==> src/rtl/hazard_track_unit_if.sv <==
// hazard_track_unit_if: forwarding bundle driven by the hazard tracker (master)
// and consumed by the forwarding unit (slave).
interface hazard_track_unit_if #(parameter int REG_W = 5);
   logic [REG_W-1:0] ex_mem_rd;
   logic             ex_mem_wen;
   logic [REG_W-1:0] mem_wb_rd;
   logic             mem_wb_wen;
   modport master (output ex_mem_rd, ex_mem_wen, mem_wb_rd, mem_wb_wen);
   modport slave (input ex_mem_rd, ex_mem_wen, mem_wb_rd, mem_wb_wen);
endinterface

==> src/rtl/hazard_track_unit.sv <==
// hazard_track_unit: tracks rd/wen/load through ID/EX..MEM/WB and inserts one-cycle load-use stalls.
// Optional macro STALL_CNT_EN builds a saturating load-use stall counter on stall_cnt.
module hazard_track_unit #(
   parameter int REG_W = 5,
   parameter int CNT_W = 16
) (
   input  logic             clk,
   input  logic             rst_n,
   input  logic             id_valid,
   input  logic [REG_W-1:0] id_rs,
   input  logic [REG_W-1:0] id_rt,
   input  logic [REG_W-1:0] id_rd,
   input  logic             id_wen,
   input  logic             id_mem_read,
   input  logic             flush,
   input  logic             ext_stall,
   hazard_track_unit_if.master fwd,
   output logic [REG_W-1:0] id_ex_rd,
   output logic             pc_write_en,
   output logic             if_id_write_en,
   output logic [CNT_W-1:0] stall_cnt
);
   typedef enum logic {RUN, STALL} state_t;
   state_t state;
   logic idex_wen, idex_mem_read, hazard, stall_go, bubble;
   assign hazard = id_valid & idex_mem_read & idex_wen & ((id_ex_rd == id_rs) | (id_ex_rd == id_rt));
   assign stall_go = hazard & ~flush & ~ext_stall & (state == RUN);
   assign bubble = ~id_valid | flush | stall_go;
   assign pc_write_en = ~ext_stall & ~stall_go;
   assign if_id_write_en = ~ext_stall & ~stall_go;
   always_ff @(posedge clk or negedge rst_n)
      if (!rst_n) begin
         state          <= RUN;
         id_ex_rd       <= '0;
         idex_wen       <= 1'b0;
         idex_mem_read  <= 1'b0;
         fwd.ex_mem_rd  <= '0;
         fwd.ex_mem_wen <= 1'b0;
         fwd.mem_wb_rd  <= '0;
         fwd.mem_wb_wen <= 1'b0;
      end else if (!ext_stall) begin
         state          <= stall_go ? STALL : RUN;
         fwd.mem_wb_rd  <= fwd.ex_mem_rd;
         fwd.mem_wb_wen <= fwd.ex_mem_wen;
         fwd.ex_mem_rd  <= id_ex_rd;
         fwd.ex_mem_wen <= idex_wen;
         id_ex_rd       <= bubble ? '0 : id_rd;
         idex_wen       <= ~bubble & id_wen & (id_rd != '0);
         idex_mem_read  <= ~bubble & id_mem_read;
      end
`ifdef STALL_CNT_EN
   always_ff @(posedge clk or negedge rst_n)
      if (!rst_n) stall_cnt <= '0;
      else if (stall_go && !(&stall_cnt)) stall_cnt <= stall_cnt + 1'b1;
`else
   assign stall_cnt = '0;
`endif
endmodule

==> src/flat_wrapper.sv <==
// flat-port wrapper written by rule: the top's interface ports become plain ports
module hazard_track_unit_flat 
#(
   parameter int REG_W = 5,
   parameter int CNT_W = 16
)
  (clk, rst_n, id_valid, id_rs, id_rt, id_rd, id_wen, id_mem_read, flush, ext_stall, id_ex_rd, pc_write_en, if_id_write_en, stall_cnt, fwd_ex_mem_rd, fwd_ex_mem_wen, fwd_mem_wb_rd, fwd_mem_wb_wen);
  hazard_track_unit_if #(.REG_W(REG_W)) fwd_i ();
  input  logic clk;
  input  logic rst_n;
  input  logic id_valid;
  input  logic [REG_W-1:0] id_rs;
  input  logic [REG_W-1:0] id_rt;
  input  logic [REG_W-1:0] id_rd;
  input  logic id_wen;
  input  logic id_mem_read;
  input  logic flush;
  input  logic ext_stall;
  output logic [REG_W-1:0] id_ex_rd;
  output logic pc_write_en;
  output logic if_id_write_en;
  output logic [CNT_W-1:0] stall_cnt;
  output wire logic [$bits(fwd_i.ex_mem_rd)-1:0] fwd_ex_mem_rd;
  output wire logic [$bits(fwd_i.ex_mem_wen)-1:0] fwd_ex_mem_wen;
  output wire logic [$bits(fwd_i.mem_wb_rd)-1:0] fwd_mem_wb_rd;
  output wire logic [$bits(fwd_i.mem_wb_wen)-1:0] fwd_mem_wb_wen;
  assign fwd_ex_mem_rd = fwd_i.ex_mem_rd;
  assign fwd_ex_mem_wen = fwd_i.ex_mem_wen;
  assign fwd_mem_wb_rd = fwd_i.mem_wb_rd;
  assign fwd_mem_wb_wen = fwd_i.mem_wb_wen;
  hazard_track_unit #(.REG_W(REG_W), .CNT_W(CNT_W)) u_core (.clk(clk), .rst_n(rst_n), .id_valid(id_valid), .id_rs(id_rs), .id_rt(id_rt), .id_rd(id_rd), .id_wen(id_wen), .id_mem_read(id_mem_read), .flush(flush), .ext_stall(ext_stall), .fwd(fwd_i), .id_ex_rd(id_ex_rd), .pc_write_en(pc_write_en), .if_id_write_en(if_id_write_en), .stall_cnt(stall_cnt));
endmodule
==> config.mk <==
export PLATFORM = sky130hd
export DESIGN_NAME = hazard_track_unit_flat
export DESIGN_NICKNAME = d
export VERILOG_FILES = /design/src/rtl/hazard_track_unit_if.sv /design/src/rtl/hazard_track_unit.sv /design/src/flat_wrapper.sv
export SDC_FILE = /design/constraint.sdc
export NUM_CORES = 1
export LEC_CHECK = 0
export CORE_UTILIZATION = 34
export DETAILED_ROUTE_END_ITERATION = 7
export MAX_ROUTING_LAYER = met4
export PLACE_DENSITY = 0.75
export SYNTH_ARGS = -nofsm -noshare
export SYNTH_HDL_FRONTEND = slang
export SYNTH_SLANG_ARGS = --single-unit
==> constraint.sdc <==
create_clock -name clk -period 1.9 [get_ports clk]
set_input_delay 0.475 -clock clk [delete_from_list [all_inputs] [get_ports clk]]
set_output_delay 0.475 -clock clk [all_outputs]
set_load 0.05 [all_outputs]
==> flow_summary_export.csv <==
group,metric,value,unit
sta,finalWorstPathRequiredPeriod,2.31,ns
route,wl_per_cell,13.1,um
worst_setup_path,cp_data_required_time,1.42,ns
sta,finalSetupTns,-0.818,ns
logic_synthesis,total_of_flip_flops_plus_latches_after_synthesis,20,
outcome,violations_in_the_final_reports,"DRC, setup timing",
placement,dp.final_hpwl,1730,um
finish,net_count_of_the_finished_layout,156,
route,dr_total_vias,775,
clock_tree,holdBufCountCts,0,
global_routing,grt_first_pass_wirelength,3530,um
worst_setup_path,timing.setup.critical_path_class,"flip-flop to output port",
clock_tree,worst_setup_hold_path_clk_slew,0.12,ns
worst_setup_path,launching_element_type_of_the_critical_path,"flip-flop",
route,drc,2,
power,power.sequential.fraction,0.435,
die,die_w,57.3,um
die,initial_core_util,0.368,
route,firstDrtPassIters,8,
sta,max_freq,433,MHz
global_routing,grt_start_max_net_pins,21,
flow_run,maxCapViolCount,0,
die,core,2830,um^2
finish,flow.area_growth_from_synthesis,43.2,%
placement,port_buffers,40,
sta,post-route-worst-setup-slack,-0.409,ns
sta,timing_hold_violations_final,0,
sta,final_report_setup_violation_count,2,
logic_synthesis,ys_warn_count,0,
sta,slew_violations,0,
global_routing,first_global_vias,784,
power,power_frac_clock,0.228,
logic_synthesis,yosysSeqAreaShare,0.481,
logic_synthesis,yosys.cell_types.count,22,
logic_synthesis,mappedNetlistArea,1040,um^2
route,vias_per_cell,4.73,
power,power.net_switching,0.000399,W
global_routing,globalRouteOverflowTotal,0,
finish,layout-drive-gt1-share,0.421,
die,floorplan.die.height,57.3,um
clock_tree,clk_root_buffer_cell,"clkbuf_4",
sta,rsz0062_at_grt,"true",
power,cell_pwr_density,737,nW/um^2
logic_synthesis,syn_avg_cell_area,12.7,um^2
hold_path,hp-class,"input port to async pin",
route,finalWirelength,2150,um
clock_tree,clk-insertion-delay-late,0.31,ns
die,ios,57,
power,power_report.internal_total,0.000699,W
logic_synthesis,netlist_instances,82,
clock_tree,cts-htree-levels,1,
worst_setup_path,worst_setup_path_end_kind,"output port",
power,sw_frac,0.363,
clock_tree,numCtsBuffers,3,
route,detailedRoute.firstIterationViolations,19,
worst_setup_path,cp.arrival,1.83,ns
finish,antennaDiodeCount,0,
power,power.share.combinational,0.337,
outcome,outcome,"finished with violations",
route,final_antenna_violating_net_count,0,
power,vdd.ir_drop.worst,0.509,mV
power,power_leakage,0.746,nW
global_routing,grt_usage,0.147,
sta,period_share,1.22,
die,die-area,3280,um^2
placement,finalWeightedCongestion,0.823,
clock_tree,clk_path_buf_depth,2,
die,row_count,19,
finish,utilization_after_layout,0.526,
worst_setup_path,critPathMaxFanout,4,
clock_tree,tritoncts,"done",
global_routing,antenna_found_initial,0,
sta,finClkSkew,0.0173,ns
clock_tree,cts_sinks,20,
==> power by group through the flow <==
stage | Clock [W] | Combinational [W] | Sequential, W
finish | 0.000251 | 0.000370 | 0.000477
global route | 0.000281 | 0.000387 | 0.000482
CTS | 0.000260 | 0.000373 | 0.000478
detailed placement | 0 | 0.000374 | 0.000486
global placement | 0 | 0.000367 | 0.000485
floorplan | 0 | 0.000169 | 0.000584
==> final timing paths <==
kind	from	endpoint	slack (ns)	depth (start not counted)
worst max-delay path	u_core.id_ex_rd[1]$_DFFE_PN0N_	pc_write_en	-0.41	6
worst min-delay path	rst_n	u_core.id_ex_rd[3]$_DFFE_PN0N_	0.49	2
worst max register to register	u_core.id_ex_rd[1]$_DFFE_PN0N_	u_core.id_ex_rd[0]$_DFFE_PN0N_	0.09	7
worst min register to register	u_core.fwd.mem_wb_rd[4]$_DFFE_PN0N_	u_core.fwd.mem_wb_rd[4]$_DFFE_PN0N_	0.52	1
max in group asynchronous	rst_n	u_core.id_ex_rd[0]$_DFFE_PN0N_	1.16	2
min in group clk	u_core.fwd.mem_wb_rd[4]$_DFFE_PN0N_	u_core.fwd.mem_wb_rd[4]$_DFFE_PN0N_	0.52	1
==> flip-flops by register name, indices dropped and copies added, names as in the netlist <==
register               flops
u_core.fwd.mem_wb_wen      1
u_core.id_ex_rd            5
u_core.fwd.ex_mem_wen      1
u_core.fwd.ex_mem_rd       5
u_core.idex_mem_read       1
u_core.state               1
u_core.fwd.mem_wb_rd       5
u_core.idex_wen            1
==> routing by layer <==
| layer | share of wire | GRT usage | vias up | wire length, um |
|---|---|---|---|---|
| met5 | 0 | - | - | 0 |
| met4 | 0.0079 | 0.0697 | 0 | 17 |
| met3 | 0.067 | 0.0295 | 2 | 143 |
| met2 | 0.55 | 0.244 | 44 | 1170 |
| met1 | 0.38 | 0.173 | 367 | 816 |
| li1 | - | - | 362 | - |
==> cells in the mapped netlist <==
master / instances / area [um^2]
a22o_1: 1 / 8.76
a31oi_4: 1 / 21.3
a32o_1: 6 / 60.1
and3_1: 1 / 6.26
buf_1: 1 / 3.75
buf_4: 17 / 128
clkbuf_1: 1 / 3.75
conb_1: 1 / 3.75
dfrtp_1: 20 / 500
mux2_2: 12 / 135
nand2_1: 2 / 7.51
nand2b_1: 1 / 6.26
nor2_1: 1 / 3.75
nor2_2: 1 / 6.26
nor4_1: 1 / 6.26
nor4_2: 1 / 12.5
o21ba_1: 1 / 10.0
o311a_1: 1 / 10.0
o31ai_2: 1 / 12.5
or3_1: 1 / 6.26
xnor2_1: 2 / 17.5
xor2_1: 8 / 70.1
==> stage by stage <==
stage	instances	total power [W]	hold WS [ns]	setup WS [ns]	cell area [um^2]
global placement	159	0.000853	0.473	-0.553	1440
detailed placement	159	0.000860	0.492	-0.600	1440
floorplan	97	0.000753	0.179	-0.294	1120
CTS	164	0.00111	0.498	-0.435	1490
finish	164	0.00110	0.488	-0.409	1490
global route	164	0.00115	0.505	-0.474	1490
==> cell families after synthesis <==
logic type,after synthesis,synth area share
AO/OA/AOI/OAI,11,0.118
XOR/XNOR,10,0.0842
buffers and inverters,19,0.130
flip-flops,20,0.481
multiplexers,12,0.130
other,1,0.00361
AND/OR/NAND/NOR,9,0.0530
==> layout make-up <==
| class | count | area [um^2] |
|---|---|---|
| fill | 257 | 1340 |
| multi-input combinational | 58 | 467 |
| timing repair buffer | 51 | 440 |
| tap | 31 | 38.8 |
| clock buffer | 4 | 36.3 |
| sequential | 20 | 507 |
==> worst max-delay path, stage by stage (launching register included) <==
cell and delay, ns:
dfrtp_2 0.46, xor2_1 0.16, nor4_1 0.25, and3_1 0.24, a31oi_4 0.05, o21ba_4 0.23, buf_8 0.15
==> timing repair <==
| item | 4_1_cts | 5_1_grt |
|---|---|---|
| endpoints found under the hold margin | 0 | 0 |
| pin swaps | 6 | 5 |
| setup buffers | 1 | 0 |
| gates cloned | 0 | 0 |
| gates resized for setup | 12 | 0 |
| endpoints found under the setup margin | 2 | 2 |
==> layout by cell type (no fill, tap or decap) <==
master	synthesis	final
conb_1	1	16
dlygate4sd2_1	0	8
o311a_1	1	1
o21ba_4	0	1
mux2_2	12	12
nor2_1	1	1
buf_4	17	28
buf_8	0	2
xnor2_1	2	2
clkdlybuf4s50_1	0	13
nand2b_1	1	1
nor4_1	1	1
nor2_2	1	1
or3_1	1	1
nand2_1	2	2
o31ai_2	1	1
dfrtp_1	20	15
dfrtp_2	0	5
a31oi_4	1	1
clkbuf_8	0	1
a22o_1	1	1
a32o_1	6	6
and3_1	1	1
nor4_2	1	1
clkbuf_4	0	3
xor2_1	8	8
Note: power is estimated with default switching activity, not from simulation.
